==> config.mk <==
export PLATFORM = sky130hd
export DESIGN_NAME = uart_tx_cfg
export DESIGN_NICKNAME = d
export VERILOG_FILES = /design/src/rtl/uart_pkg.sv /design/src/rtl/uart_baud_cnt.sv /design/src/rtl/uart_tx_cfg.sv
export SDC_FILE = /design/constraint.sdc
export NUM_CORES = 1
export LEC_CHECK = 0
export BUFFER_PORTS_ARGS = -buffer_cell sky130_fd_sc_hd__buf_2
export CELL_PAD_IN_SITES_DETAIL_PLACEMENT = 0
export CELL_PAD_IN_SITES_GLOBAL_PLACEMENT = 1
export CORE_ASPECT_RATIO = 1.2
export CORE_UTILIZATION = 38
export CTS_BUF_LIST = sky130_fd_sc_hd__clkbuf_16
export DETAILED_ROUTE_END_ITERATION = 6
export GPL_TIMING_DRIVEN = 0
export PLACE_DENSITY_LB_ADDON = 0.1
export SYNTH_ARGS = -nofsm -noshare
export SYNTH_HDL_FRONTEND = slang
export SYNTH_SLANG_ARGS = --single-unit
==> constraint.sdc <==
create_clock -name clk -period 1.8 [get_ports clk]
set_clock_uncertainty 0.15 [all_clocks]
set_input_delay 0.54 -clock clk [delete_from_list [all_inputs] [get_ports clk]]
set_output_delay 0.54 -clock clk [all_outputs]
set_load 0.02 [all_outputs]
==> src/rtl/uart_pkg.sv <==
// Shared types and parameter limits for the configurable UART transmitter.
// Build option: UART_TX_PARITY_EN adds the PARITY state.
package uart_pkg;

   localparam int unsigned CLKS_MIN      = 2;
   localparam int unsigned CLKS_MAX      = 65535;
   localparam int unsigned DATA_BITS_MIN = 5;
   localparam int unsigned DATA_BITS_MAX = 9;
   localparam int unsigned STOP_BITS_MIN = 1;
   localparam int unsigned STOP_BITS_MAX = 2;

   // Wide enough to index DATA_BITS_MAX payload bits and the stop bits
   localparam int unsigned BIT_CNT_W = 4;

   typedef enum logic [2:0] {
      ST_IDLE   = 3'd0,
      ST_START  = 3'd1,
      ST_DATA   = 3'd2,
`ifdef UART_TX_PARITY_EN
      ST_PARITY = 3'd3,
`endif
      ST_STOP   = 3'd4
   } uart_tx_state_t;

endpackage

==> src/rtl/uart_baud_cnt.sv <==
// Bit-period down-counter; reloads at every bit boundary and strobes bit_tick
// in the last cycle of each bit. Held at zero while the frame is inactive.
module uart_baud_cnt #(
   parameter int unsigned CLKS_PER_BIT = 868
) (
   input  logic clk,
   input  logic rst,
   input  logic en,
   output logic bit_tick,
   output logic near_tick_c
);

   localparam int unsigned CNT_W = (CLKS_PER_BIT > 1) ? $clog2(CLKS_PER_BIT) : 1;

   logic [CNT_W-1:0] cnt;

   always_ff @(posedge clk or negedge rst) begin
      if (!rst) begin
         cnt      <= '0;
         bit_tick <= 1'b0;
      end else if (!en) begin
         cnt      <= '0;
         bit_tick <= 1'b0;
      end else if (cnt == '0) begin
         cnt      <= CNT_W'(CLKS_PER_BIT - 1);
         bit_tick <= 1'b0;
      end else begin
         cnt      <= cnt - CNT_W'(1);
         bit_tick <= (cnt == CNT_W'(1));
      end
   end

   // One cycle before the bit boundary
   assign near_tick_c = (cnt == CNT_W'(1));

endmodule

==> src/rtl/uart_tx_cfg.sv <==
// Configurable UART transmitter: start, DATA_BITS LSB-first, optional parity, STOP_BITS.
// Build option: UART_TX_PARITY_EN adds the par_odd port and a parity bit.
module uart_tx_cfg
   import uart_pkg::*;
#(
   parameter int unsigned CLKS_PER_BIT = 868,
   parameter int unsigned DATA_BITS    = 8,
   parameter int unsigned STOP_BITS    = 1
) (
   input  logic                 clk,
   input  logic                 rst,
   input  logic [DATA_BITS-1:0] data,
   input  logic                 start,
`ifdef UART_TX_PARITY_EN
   input  logic                 par_odd,
`endif
   output logic                 ready,
   output logic                 Tx,
   output logic                 EN_L,
   output logic                 done
);

   if (CLKS_PER_BIT < CLKS_MIN || CLKS_PER_BIT > CLKS_MAX) begin : g_bad_clks
      $fatal(1, "uart_tx_cfg: CLKS_PER_BIT out of range");
   end
   if (DATA_BITS < DATA_BITS_MIN || DATA_BITS > DATA_BITS_MAX) begin : g_bad_data
      $fatal(1, "uart_tx_cfg: DATA_BITS out of range");
   end
   if (STOP_BITS < STOP_BITS_MIN || STOP_BITS > STOP_BITS_MAX) begin : g_bad_stop
      $fatal(1, "uart_tx_cfg: STOP_BITS out of range");
   end

   uart_tx_state_t         state, state_d;
   logic [DATA_BITS-1:0]   sr, sr_d;
   logic [BIT_CNT_W-1:0]   bit_cnt, bit_cnt_d;
   logic [1:0]             rst_sync;
   logic                   tx_d, en_l_d, done_d, ready_d;
   logic                   accept_c, bit_tick, near_tick_c, cnt_en_c;
`ifdef UART_TX_PARITY_EN
   logic                   par_q, par_d;
`endif

   // Release of rst is retimed so start is never taken on the release edge
   always_ff @(posedge clk or negedge rst) begin
      if (!rst) rst_sync <= 2'b00;
      else      rst_sync <= {rst_sync[0], 1'b1};
   end

   assign accept_c = (state == ST_IDLE) && start && rst_sync[1];
   assign cnt_en_c = (state_d != ST_IDLE);

   uart_baud_cnt #(.CLKS_PER_BIT(CLKS_PER_BIT)) u_baud (
      .clk         (clk),
      .rst         (rst),
      .en          (cnt_en_c),
      .bit_tick    (bit_tick),
      .near_tick_c (near_tick_c)
   );

   // Next-state, shift register and registered-output logic
   always_comb begin
      state_d   = state;
      sr_d      = sr;
      bit_cnt_d = bit_cnt;
`ifdef UART_TX_PARITY_EN
      par_d     = par_q;
`endif
      case (state)
         ST_IDLE: begin
            if (accept_c) begin
               state_d   = ST_START;
               sr_d      = data;
               bit_cnt_d = '0;
`ifdef UART_TX_PARITY_EN
               par_d     = (^data) ^ par_odd;
`endif
            end
         end
         ST_START: begin
            if (bit_tick) state_d = ST_DATA;
         end
         ST_DATA: begin
            if (bit_tick) begin
               if (bit_cnt == BIT_CNT_W'(DATA_BITS - 1)) begin
                  bit_cnt_d = '0;
`ifdef UART_TX_PARITY_EN
                  state_d   = ST_PARITY;
`else
                  state_d   = ST_STOP;
`endif
               end else begin
                  bit_cnt_d = bit_cnt + BIT_CNT_W'(1);
                  sr_d      = sr >> 1;
               end
            end
         end
`ifdef UART_TX_PARITY_EN
         ST_PARITY: begin
            if (bit_tick) state_d = ST_STOP;
         end
`endif
         ST_STOP: begin
            if (bit_tick) begin
               if (bit_cnt == BIT_CNT_W'(STOP_BITS - 1)) begin
                  state_d   = ST_IDLE;
                  bit_cnt_d = '0;
               end else begin
                  bit_cnt_d = bit_cnt + BIT_CNT_W'(1);
               end
            end
         end
         default: state_d = ST_IDLE;
      endcase

      tx_d = 1'b1;
      case (state_d)
         ST_START:  tx_d = 1'b0;
         ST_DATA:   tx_d = sr_d[0];
`ifdef UART_TX_PARITY_EN
         ST_PARITY: tx_d = par_d;
`endif
         default:   tx_d = 1'b1;
      endcase
      en_l_d  = (state_d == ST_IDLE);
      ready_d = (state_d == ST_IDLE);
      // Final stop cycle is the one whose successor edge carries bit_tick
      done_d  = (state == ST_STOP) && (bit_cnt == BIT_CNT_W'(STOP_BITS - 1)) && near_tick_c;
   end

   always_ff @(posedge clk or negedge rst) begin
      if (!rst) begin
         state   <= ST_IDLE;
         sr      <= '0;
         bit_cnt <= '0;
         Tx      <= 1'b1;
         EN_L    <= 1'b1;
         ready   <= 1'b1;
         done    <= 1'b0;
      end else begin
         state   <= state_d;
         sr      <= sr_d;
         bit_cnt <= bit_cnt_d;
         Tx      <= tx_d;
         EN_L    <= en_l_d;
         ready   <= ready_d;
         done    <= done_d;
      end
   end

`ifdef UART_TX_PARITY_EN
   always_ff @(posedge clk or negedge rst) begin
      if (!rst) par_q <= 1'b0;
      else      par_q <= par_d;
   end
`endif

endmodule

Yosys cells after proc, flatten, opt, wreduce, memory -nomap -nowiden
Cells that the tools add are included.
- add/subtract/negate cells: 2
- $mul: 0
- div/mod/pow operators: 0
- order comparisons: 0
- eq/ne operators: 11
- shift operators: 0
- mux-type cells: 22
- bitwise operators: 0
- reduce and logical (&&, ||, !) cells: 13
- operators with widths (kind ; count):
    8-bit two-way mux ; 3
    10-bit two-way mux ; 2
    4-bit two-way mux ; 5
    3-bit two-way mux ; 6
    8-bit one-hot mux with 2 select lines ; 1
    3-bit one-hot mux with 4 select lines ; 1
    4-bit one-hot mux with 3 select lines ; 1
    10-bit by 1-bit == test with 1-bit output, second input constant ; 1
    10-bit zero test ; 1
    10-bit by 1-bit subtractor with 10-bit output, second input constant ; 1
    4-bit AND reduction ; 2
    3-bit by 1-bit == test with 1-bit output, second input constant ; 2
    3-bit by 2-bit == test with 1-bit output, second input constant ; 2
    3-bit zero test ; 2
    3-bit nonzero test ; 2
    4-bit by 1-bit adder with 4-bit output, second input constant ; 1
    4-bit by 3-bit == test with 1-bit output, second input constant ; 1
    1-bit logical AND ; 4
    4-bit zero test ; 1
    2-bit by 1-bit inequality test with 1-bit output, second input constant ; 2
    2-bit inequality test, second input constant ; 2
    3-bit == test, second input constant ; 1
    1-bit two-way mux ; 2
    1-bit one-hot mux with 2 select lines ; 1
    2-bit nonzero test ; 1
- register bits: 31
- bits in latches: 0
- bits in writable memories: 0
- memory bits (read-only): 0
- bits of input ports: 11
- output and inout bits: 4
- logic and storage cells: 58
- memories: 0

Depth between registers and ports, before layout
Gate-level depths: netlist of the first run.
- depth in word-level cells: 7
- mapped depth: 7
- mapped depth without buffers: 6

Cells and area by module
A second synthesis of the first run with hierarchy kept.
- cell total of the unflattened synthesis: 139
- area total of the unflattened synthesis: 1567.8 µm²
- by module, submodules not included (module ; instances ; cells an instance ; area an instance (µm²) ; seq. area each (µm²)):
    uart_tx_cfg ; 1 ; 81 ; 978.4 ; 503.0
    uart_baud_cnt ; 1 ; 58 ; 589.3 ; 275.3

Least setup slack after synthesis of the first run
Ideal clock, no wire load.
- path type: register to register
- start: reg u_baud.cnt[0]
- end: reg u_baud.cnt[9]
- library setup time: 0.087 ns
- data arrival time: 1.673 ns
- data required time: 1.563 ns
- slack: -0.109 ns
- stages on the path, launching flop included: 7
- path buffers: 0
- clock period less this slack: 1.909 ns
- path through: dfrtp_1 -> inv_1 -> ha_1 -> or3b_2 -> a2111oi_4 -> nor2_2 -> a211oi_2
- word-level cells in the longest chain between the ends: 3
- elaborated cells between the ends (all ways): 4
- those cells by class: add/sub (1); mux (2); reduce/logical (1)
- RTL lines (item ; line ; text):
    start, declared ; uart_baud_cnt.sv:15 ; logic [CNT_W-1:0] cnt;
    start signal, assigned ; uart_baud_cnt.sv:25 ; cnt <= CNT_W'(CLKS_PER_BIT - 1);
    start signal, assigned ; uart_baud_cnt.sv:28 ; cnt <= cnt - CNT_W'(1);
    10-bit by 1-bit subtractor with 10-bit output / 10-bit zero test (equally long branches) ; uart_baud_cnt.sv:28, uart_baud_cnt.sv:24 ;
    10-bit two-way mux * ; uart_baud_cnt.sv:24 ; end else if (cnt == '0) begin
    10-bit two-way mux * ; uart_baud_cnt.sv:21 ; end else if (!en) begin
Mark *: on every way between the ends. The rest lies on a longest branch, timed or not.
A chain may end at the register's enable or synchronous reset.

Worst setup path after layout of the first run
- start: reg u_baud.cnt[2]
- end: reg u_baud.cnt[9]
Same word-level chain as after synthesis.

==> results.toml, run 1 <==
[yosys]
synth_compound_area_frac = 0.195
synth-xor-area-share = 0.0339
synth_fp_nets = 157
yosysWarnings = 0
yosysSeqAreaShare = 0.502
synth_ff_type = "dfrtp_1"
yosys-top-cells-count = "dfrtp_1, nor2_1, a22o_1, a21oi_1, a21o_1"
synth_fa_ha_area_frac = 0.0323
synth-simple-area-share = 0.176
avgSynthCellArea_um2 = 10.9
netlist_area_mm2 = 0.00155
synth_top_area_frac = 0.468
ys_ff_latch = 31
synthCells = 142
synth_most_common_cell = "dfrtp_1"
synth_top_family_by_area = "compound AO/OA/AOI/OAI gates"
synth_area_leaders = "dfrtp_1, a22o_1, a21o_1"
synthDistinctLibCells = 48
synth_area_leader_cell = "dfrtp_1"
ys_async_sr_fraction = 1.00
muxShareOfSynthArea = 0.0137
synth_edf_count = 0

[global_routing]
grt_max_degree = 32
grt_pass1_vias = 1201
grt_usage = 0.170
grt_pass1_wl_um = 5460
overflow = 0
antenna_found_initial = 0

[drt]
drt-vias-per-instance = 5.23
routed_wl_um = 3390
drt_iter0_drc = 55
drt-pass1-iter-count = 4
wl_per_cell_um = 14.9
drc = 0
ant_nets = 0
vias = 1193

[timing]
post-route-period-util = 0.998
setup_tns_ps = 0
timing.fmax_mhz = 557
finalSetupViolCount = 0
slew-limit-headroom = 0.548
worstMarginPinSlew_ps = 677
finalCriticalPeriod_ps = 1800
rsz0062_at_grt = "true"
hold_viol = 0
worst_slack_ps = 3.91
drv_slew = 0

[power_and_ir_drop]
power_density_mw_per_mm2 = 1630
ir_drop_mv = 0.850
total_power_mw = 3.32
p_leak_nw = 0.917

[setup_path]
cp_data_arrival_time_ps = 1840
r2r-end = "u_baud.cnt[9]$_DFF_PN0_"
reg2reg_from = "u_baud.cnt[2]$_DFF_PN0_"
cp_max_fo = 4
crit_type = "register to register"
crit_chain = "or4_4 -> a2111oi_4 -> nor2_2 -> a211oi_2"
cp-startpoint = "u_baud.cnt[2]$_DFF_PN0_"
critical_path_buf_inv_count = 0
worstSetupPathDepth = 4
endpoint = "u_baud.cnt[9]$_DFF_PN0_"
critPathTopFamily = "simple AND/OR/NAND/NOR gates"
crit_path_start_kind = "register"
cp.required_ps = 1840
end_kind = "register"
slowest_delay_ps = 570
ff2ff_path_depth = 4
ff2ff_setup_slack_ps = 4
cp_slowest_cell = "or4_4"

[place]
preCtsSetupSlack_ps = -204
gp_congestion = 0.705
dp_hpwl_um = 2020
port_buffers = 14
postPlaceCellArea_mm2 = 0.00170

[floorplan]
coreArea_mm2 = 0.00391
die_area_mm2 = 0.00434
start_util = 0.396
die_width_um = 60.3
die_h_um = 72.0
io_pins = 15
rows = 25

[final_layout]
n_antenna_cell = 0
utilization = 0.520
area_delta_synth_final_pct = 31.2
layout-drive-gt1-share = 0.385
nets = 188
final_cell_area_mm2 = 0.00203

[status]
status = "completed"

[clocking]
cts_buffers = 5
root_buffer = "clkbuf_16"
clk_latency_ps = 270
clkSinkCount = 31
htree_levels = 2
tritoncts = "built"
hold_buffers = 0
clockBufferDepth = 2
clk_pin_slew_ps = 50

[hold_path]
hp-class = "input port to async pin"

[flow_run]
cap_violations = 0
==> registers in the layout, summed over array words and instances, names as in the netlist <==
register and count:
EN_L 1, Tx 1, bit_cnt 4, done 1, rst_sync 2, sr 8, state 3, u_baud.bit_tick 1
u_baud.cnt 10
==> cell type report <==
type,count,area [um2]
Fill cell,348,1880
Multi-Input combinational cell,97,811
Sequential cell,31,781
Timing Repair Buffer,26,168
Clock buffer,5,125
Tap cell,54,67.6
Buffer,6,46.3
Inverter,6,22.5
Clock inverter,3,12.5
==> metal layers <==
layer  routed length [um]  GRT usage  vias up
met5                    0          0        -
met4                   56     0.0698        0
met3                  100     0.0428        6
met2                 1870      0.281       20
met1                 1370      0.209      591
li1                     -          -      576
==> how the worst min path moves through the flow <==
stage                               start                endpoint  slack, ps  cells after the start
global route        rst_sync[0]$_DFF_PN0_   rst_sync[1]$_DFF_PN0_        220                      0
global placement    rst_sync[0]$_DFF_PN0_   rst_sync[1]$_DFF_PN0_        180                      0
detailed placement  rst_sync[0]$_DFF_PN0_   rst_sync[1]$_DFF_PN0_        180                      0
finish                                rst  bit_cnt[1]$_DFFE_PN0P_        150                      1
CTS                                   rst  bit_cnt[1]$_DFFE_PN0P_        190                      1
floorplan                             rst  bit_cnt[0]$_DFFE_PN0P_         90                      0
==> timing repair <==
item	in CTS	in global routing
hold endpoints to repair	0	0
cloned	0	1
resized for setup	11	23
setup endpoints to repair	24	22
buffers inserted	7	4
pin swaps	4	5
==> where the power goes <==
part / leakage, nW / total, mW / internal [mW] / switching (mW)
logic: 0.448 / 1.40 / 0.723 / 0.678
registers: 0.393 / 1.14 / 0.946 / 0.197
clock network: 0.0762 / 0.776 / 0.498 / 0.278
total: 0.917 / 3.32 / 2.17 / 1.15
==> stage by stage <==
step | hold slack, ps | cells
global route | 217 | 228
floorplan | 94.4 | 142
global placement | 185 | 210
CTS | 191 | 224
detailed placement | 185 | 210
finish | 153 | 228
==> cell families after synthesis <==
family / after synthesis
buf+inv: 14
simple gates: 46
mux: 2
compound gates: 38
other cells: 1
fa+ha+maj: 4
flops: 31
xor+xnor: 6
==> worst reg2reg max path: cells and delay by family (launching register included) <==
kind,cells,cell delay [ps]
and+or+nand+nor,2,630
DFF,1,430
AOI/OAI and AO/OA,2,510
==> layout by cell type, fill, tap and decap left out, types with 3 or more instances in the layout <==
cell / instances
xnor2_1: 6
clkbuf_4: 3
buf_6: 3
buf_4: 11
a22o_1: 9
inv_1: 7
a21o_1: 7
dfrtp_1: 27
clkbuf_16: 5
nor3_1: 4
nand2_1: 4
ha_2: 3
nand3b_1: 4
buf_2: 15
nor2_1: 8
a21oi_1: 5
Note: power is estimated with default switching activity, not from simulation.
==> inputs of run 2 (changes only) <==
Settings changed: CAP_MARGIN from default to 20, SETUP_SLACK_MARGIN from default to 0.4.
==> run 2 against run 1 <==
Power up 14%; clock power about the same; worst hold slack improved by 6.5 ps; utilization up 12 points; sequential share of layout area is 7.0 points lower; non-clock buffer count grew 29; register-to-register slack barely moved; final cell count up 13%; sequential power barely moved; setup slack gained 7.2 ps; flip-flop and latch count unchanged; wire length increased by 14%; critical endpoint unchanged.
==> results.toml, run 2 (synthesis results as in run 1) <==
[status]
status = "completed"

[final_layout]
nets = 217
final_common_cell = "dfrtp_1"
largest_register_ffs = 10
layout-drive-gt1-share = 0.591
final_cell_mix = "dfrtp_1, buf_4, buf_6"
area_delta_synth_final_pct = 60.8
reg.largest.list = "u_baud.cnt: 10 flops, sr: 8 flops, bit_cnt: 4 flops"
top_register = "u_baud.cnt"
n_antenna_cell = 0
fillerInstances = 309
fin_cells = 257
final_cell_area_mm2 = 0.00249
utilization = 0.637

[global_routing]
grt_usage = 0.191
antenna_found_initial = 0
grt_pass1_wl_um = 6080
grt_pass1_vias = 1351
overflow = 0
grt_max_degree = 32

[setup_path]
crit_type = "register to register"
reg2reg_from = "state[0]$_DFF_PN0_"
ff2ff_setup_slack_ps = 10
crit_path_start_kind = "register"
cp-startpoint = "state[0]$_DFF_PN0_"
cp_data_arrival_time_ps = 1830
cp.required_ps = 1840
r2r-end = "u_baud.cnt[9]$_DFF_PN0_"
ff2ff_path_depth = 7
end_kind = "register"
cp_max_fo = 5

[clocking]
clockBufferDepth = 2
cts_buffers = 5
root_buffer = "clkbuf_16"
clkSinkCount = 31
clk_pin_slew_ps = 50
htree_levels = 2
clk_latency_ps = 280
tritoncts = "built"

[power_and_ir_drop]
p_comb_frac = 0.496
p_int_mw = 2.50
total_power_mw = 3.79
clockPowerShare = 0.205
power_density_mw_per_mm2 = 1520
switching_share = 0.340
pwr-share-seq = 0.299
ir_drop_mv = 0.794
p_leak_nw = 1.12
p_sw_mw = 1.29

[timing]
post-route-period-util = 0.994
hold_viol = 0
slew-limit-headroom = 0.545
rsz0062_at_grt = "true"
timing.fmax_mhz = 559
worstMarginPinSlew_ps = 683
setup_tns_ps = 0
finalCriticalPeriod_ps = 1790
drv_slew = 0
finalSetupViolCount = 0

[drt]
wl_per_cell_um = 15.1
drc = 0
drt_iter0_drc = 68
ant_nets = 0
drt-pass1-iter-count = 4
drt-vias-per-instance = 5.11
vias = 1314
routed_wl_um = 3880

[flow_run]
cap_violations = 0

[floorplan]
rows = 25
die_h_um = 72.0
start_util = 0.396
die_width_um = 60.3
die_area_mm2 = 0.00434
io_pins = 15
coreArea_mm2 = 0.00391

[place]
dp_cells = 210
postPlaceCellArea_mm2 = 0.00180
port_buffers = 14
dp_hpwl_um = 2060
gp_congestion = 0.717

[hold_path]
hp-class = "input port to async pin"
[run 2: cell types whose count changed in the layout (fill, tap and decap cells not counted), moves of 3 or more]
cell    before  now
buf_6        3   23
buf_4       11   25
buf_2       15   10
nor2_1       8    3
ha_2         3    0
ha_4         0    3
inv_2        1    4
nor2_2       2    5
[run 2: power groups by stage]
stage	logic [mW]	registers, mW	clock network [mW]
2_1_floorplan	0.941	1.13	0
3_3_place_gp	1.15	1.12	0
3_5_place_dp	1.17	1.14	0
4_1_cts	1.69	1.14	0.806
5_1_grt	2.04	1.15	0.823
6_report	1.88	1.13	0.777
[run 2: final cells by class]
type | instances | area [um2] | area share
multi-input combinational | 97 | 950 | 0.381
tap | 54 | 67.6 | 0.0271
clock buffer | 5 | 125 | 0.0502
clock inverter | 3 | 11.3 | 0.00452
timing repair buffer | 53 | 444 | 0.178
buffer | 8 | 90.1 | 0.0361
inverter | 6 | 22.5 | 0.00904
sequential | 31 | 782 | 0.314
[run 2: metal layers]
metal	track usage	share of wire
met1	0.218	0.43
met5	0	0
met3	0.0392	0.014
met2	0.328	0.54
met4	0.101	0.015
[run 2: critical path, stage by stage (launching register included)]
cell and delay, ps:
dfrtp_1 370, buf_6 120, or3b_4 390, buf_8 150
a21oi_4 130, nor3_4 70, buf_6 140, a211oi_2 180
[run 2: per-stage QoR]
step,hold slack [ps],setup WS (ps)
floorplan,94.4,-0.990
global placement,184,-87.1
detailed placement,193,-122
CTS,190,-20.9
global route,206,-42.0
finish,159,11.1
[run 2: worst max-delay path by stage]
stage	end	slack [ps]	cells past startpoint
floorplan	u_baud.cnt[9]$_DFF_PN0_	-1	6
global placement	u_baud.cnt[9]$_DFF_PN0_	-90	6
detailed placement	u_baud.cnt[9]$_DFF_PN0_	-120	6
CTS	u_baud.cnt[9]$_DFF_PN0_	-20	6
global route	u_baud.cnt[9]$_DFF_PN0_	-40	6
finish	u_baud.cnt[9]$_DFF_PN0_	10	7
[run 2: what timing repair did]
action / 4_1_cts / 5_1_grt
gates resized for setup: 58 / 14
pin swaps: 33 / 16
hold buffers: 0 / 0
gates cloned: 3 / 0
setup buffers: 23 / 13
setup endpoints to repair: 32 / 33
==> inputs of run 3 (changes only) <==
Clock period 1.8 ns to 1.6 ns, I/O delays scaled along.
==> run 3 against run 2 <==
Die area did not move; highest routed layer unchanged; count of clock-buffer cells in the layout did not move; largest power group unchanged; critical path depth fell by 1; the run now ends with setup timing left.
==> results.toml, run 3 (synthesis results as in run 1) <==
[global_routing]
grt_pass1_wl_um = 5920
grt_pass1_vias = 1305
grt_max_degree = 32
antenna_found_initial = 0
overflow = 0
grt_usage = 0.190

[setup_path]
cp_data_arrival_time_ps = 1930
slowest_delay_ps = 410
cp-startpoint = "u_baud.cnt[1]$_DFF_PN0_"
end_kind = "register"
cp.required_ps = 1660
reg2reg_from = "u_baud.cnt[1]$_DFF_PN0_"
ff2ff_path_depth = 6
crit_path_start_kind = "register"
cp_max_fo = 4
crit_chain = "inv_2 -> ha_4 -> or3b_4 -> buf_12 -> or3_1 -> a21oi_2"
crit_type = "register to register"
ff2ff_setup_slack_ps = -270
cp_slowest_cell = "or3b_4"
endpoint = "u_baud.cnt[4]$_DFF_PN0_"
r2r-end = "u_baud.cnt[4]$_DFF_PN0_"

[floorplan]
die_area_mm2 = 0.00434
io_pins = 15
die_h_um = 72.0
rows = 25
die_width_um = 60.3
coreArea_mm2 = 0.00391
start_util = 0.396

[clocking]
root_buffer = "clkbuf_16"
tritoncts = "built"
cts_buffers = 5
hold_buffers = 0
clockBufferDepth = 2
clkSinkCount = 31
htree_levels = 2
clk_pin_slew_ps = 50
clk_latency_ps = 270

[final_layout]
final_cell_mix = "buf_4, dfrtp_1, buf_6"
largest_register_ffs = 10
fillerInstances = 307
top_register = "u_baud.cnt"
layout-drive-gt1-share = 0.574
utilization = 0.658
area_delta_synth_final_pct = 66.0
nets = 223
final_common_cell = "buf_4"
n_antenna_cell = 0
fin_cells = 263
reg.largest.list = "u_baud.cnt: 10 flops, sr: 8 flops, bit_cnt: 4 flops"

[timing]
timing.fmax_mhz = 534
finalSetupViolCount = 28
worst_slack_ps = -272
rsz0062_at_grt = "true"
worstMarginPinSlew_ps = 718
post-route-period-util = 1.17
slew-limit-headroom = 0.521
finalCriticalPeriod_ps = 1870
hold_viol = 0
drv_slew = 0

[status]
status = "finished, violations left"
violations = "setup timing"

[power_and_ir_drop]
total_power_mw = 4.55
p_leak_nw = 1.16
ir_drop_mv = 1.04
power_density_mw_per_mm2 = 1770

[drt]
drc = 0
routed_wl_um = 3940
vias = 1326
drt_iter0_drc = 62
drt-pass1-iter-count = 4
ant_nets = 0
drt-vias-per-instance = 5.04
wl_per_cell_um = 15.0

[place]
gp_congestion = 0.721
dp_cells = 210
port_buffers = 14
dp_hpwl_um = 2030

[flow_run]
cap_violations = 0

[hold_path]
hp-class = "input port to async pin"
## run 3: area by class of cell
| type | count | area [um2] | area share |
|---|---|---|---|
| multi-input combinational | 97 | 932 | 0.362 |
| timing repair buffer | 59 | 514 | 0.200 |
| clock inverter | 3 | 38.8 | 0.0151 |
| inverter | 6 | 22.5 | 0.00875 |
| clock buffer | 5 | 125 | 0.0486 |
| sequential | 31 | 779 | 0.303 |
| buffer | 8 | 93.8 | 0.0365 |
| tap | 54 | 67.6 | 0.0263 |
## run 3: repair_timing
item,in CTS,in global routing
resized for setup,46,15
gates cloned,4,0
pin swaps,34,22
setup buffers,29,12
setup endpoints to repair,33,33
## run 3: worst min-delay path by stage
stage / start / endpoint / slack [ps] / depth (start not counted)
final: rst / bit_cnt[1]$_DFFE_PN0P_ / 110 / 1
after global routing: rst / bit_cnt[0]$_DFFE_PN0P_ / 170 / 1
after CTS: rst / bit_cnt[1]$_DFFE_PN0P_ / 140 / 1
after detailed placement: rst_sync[0]$_DFF_PN0_ / rst_sync[1]$_DFF_PN0_ / 190 / 0
after global placement: rst_sync[0]$_DFF_PN0_ / rst_sync[1]$_DFF_PN0_ / 180 / 0
after floorplan: rst / bit_cnt[0]$_DFFE_PN0P_ / 30 / 0
## run 3: power by group
part / internal [mW] / switching [mW]
clock: 0.724 / 0.317
combinational: 1.29 / 0.950
sequential: 1.06 / 0.207
## run 3: routing by layer
layer  track usage  routed length [um]  up-vias
met3        0.0535                  91        6
met2         0.332                2110       13
met1         0.212                1680      663
li1              -                   -      644
met5             0                   0        -
met4        0.0775                  59        0
## run 3: per-stage QoR
step	hold slack [ps]	setup TNS, ps	setup WS [ps]	area (um2)
floorplan	34.4	-689	-201	1670
global placement	184	-3680	-292	1810
detailed placement	187	-3910	-334	1810
CTS	144	-3010	-253	2420
global route	171	-5090	-325	2570
finish	110	-3310	-272	2570
## run 3: worst max-delay path: cells and delay by family, from the launching register on
kind,cells,cell delay (ps)
AND/OR/NAND/NOR,2,770
flip-flops,1,400
buffers and inverters,2,230
adder cells (fa/ha/maj),1,130
AO/OA/AOI/OAI,1,120
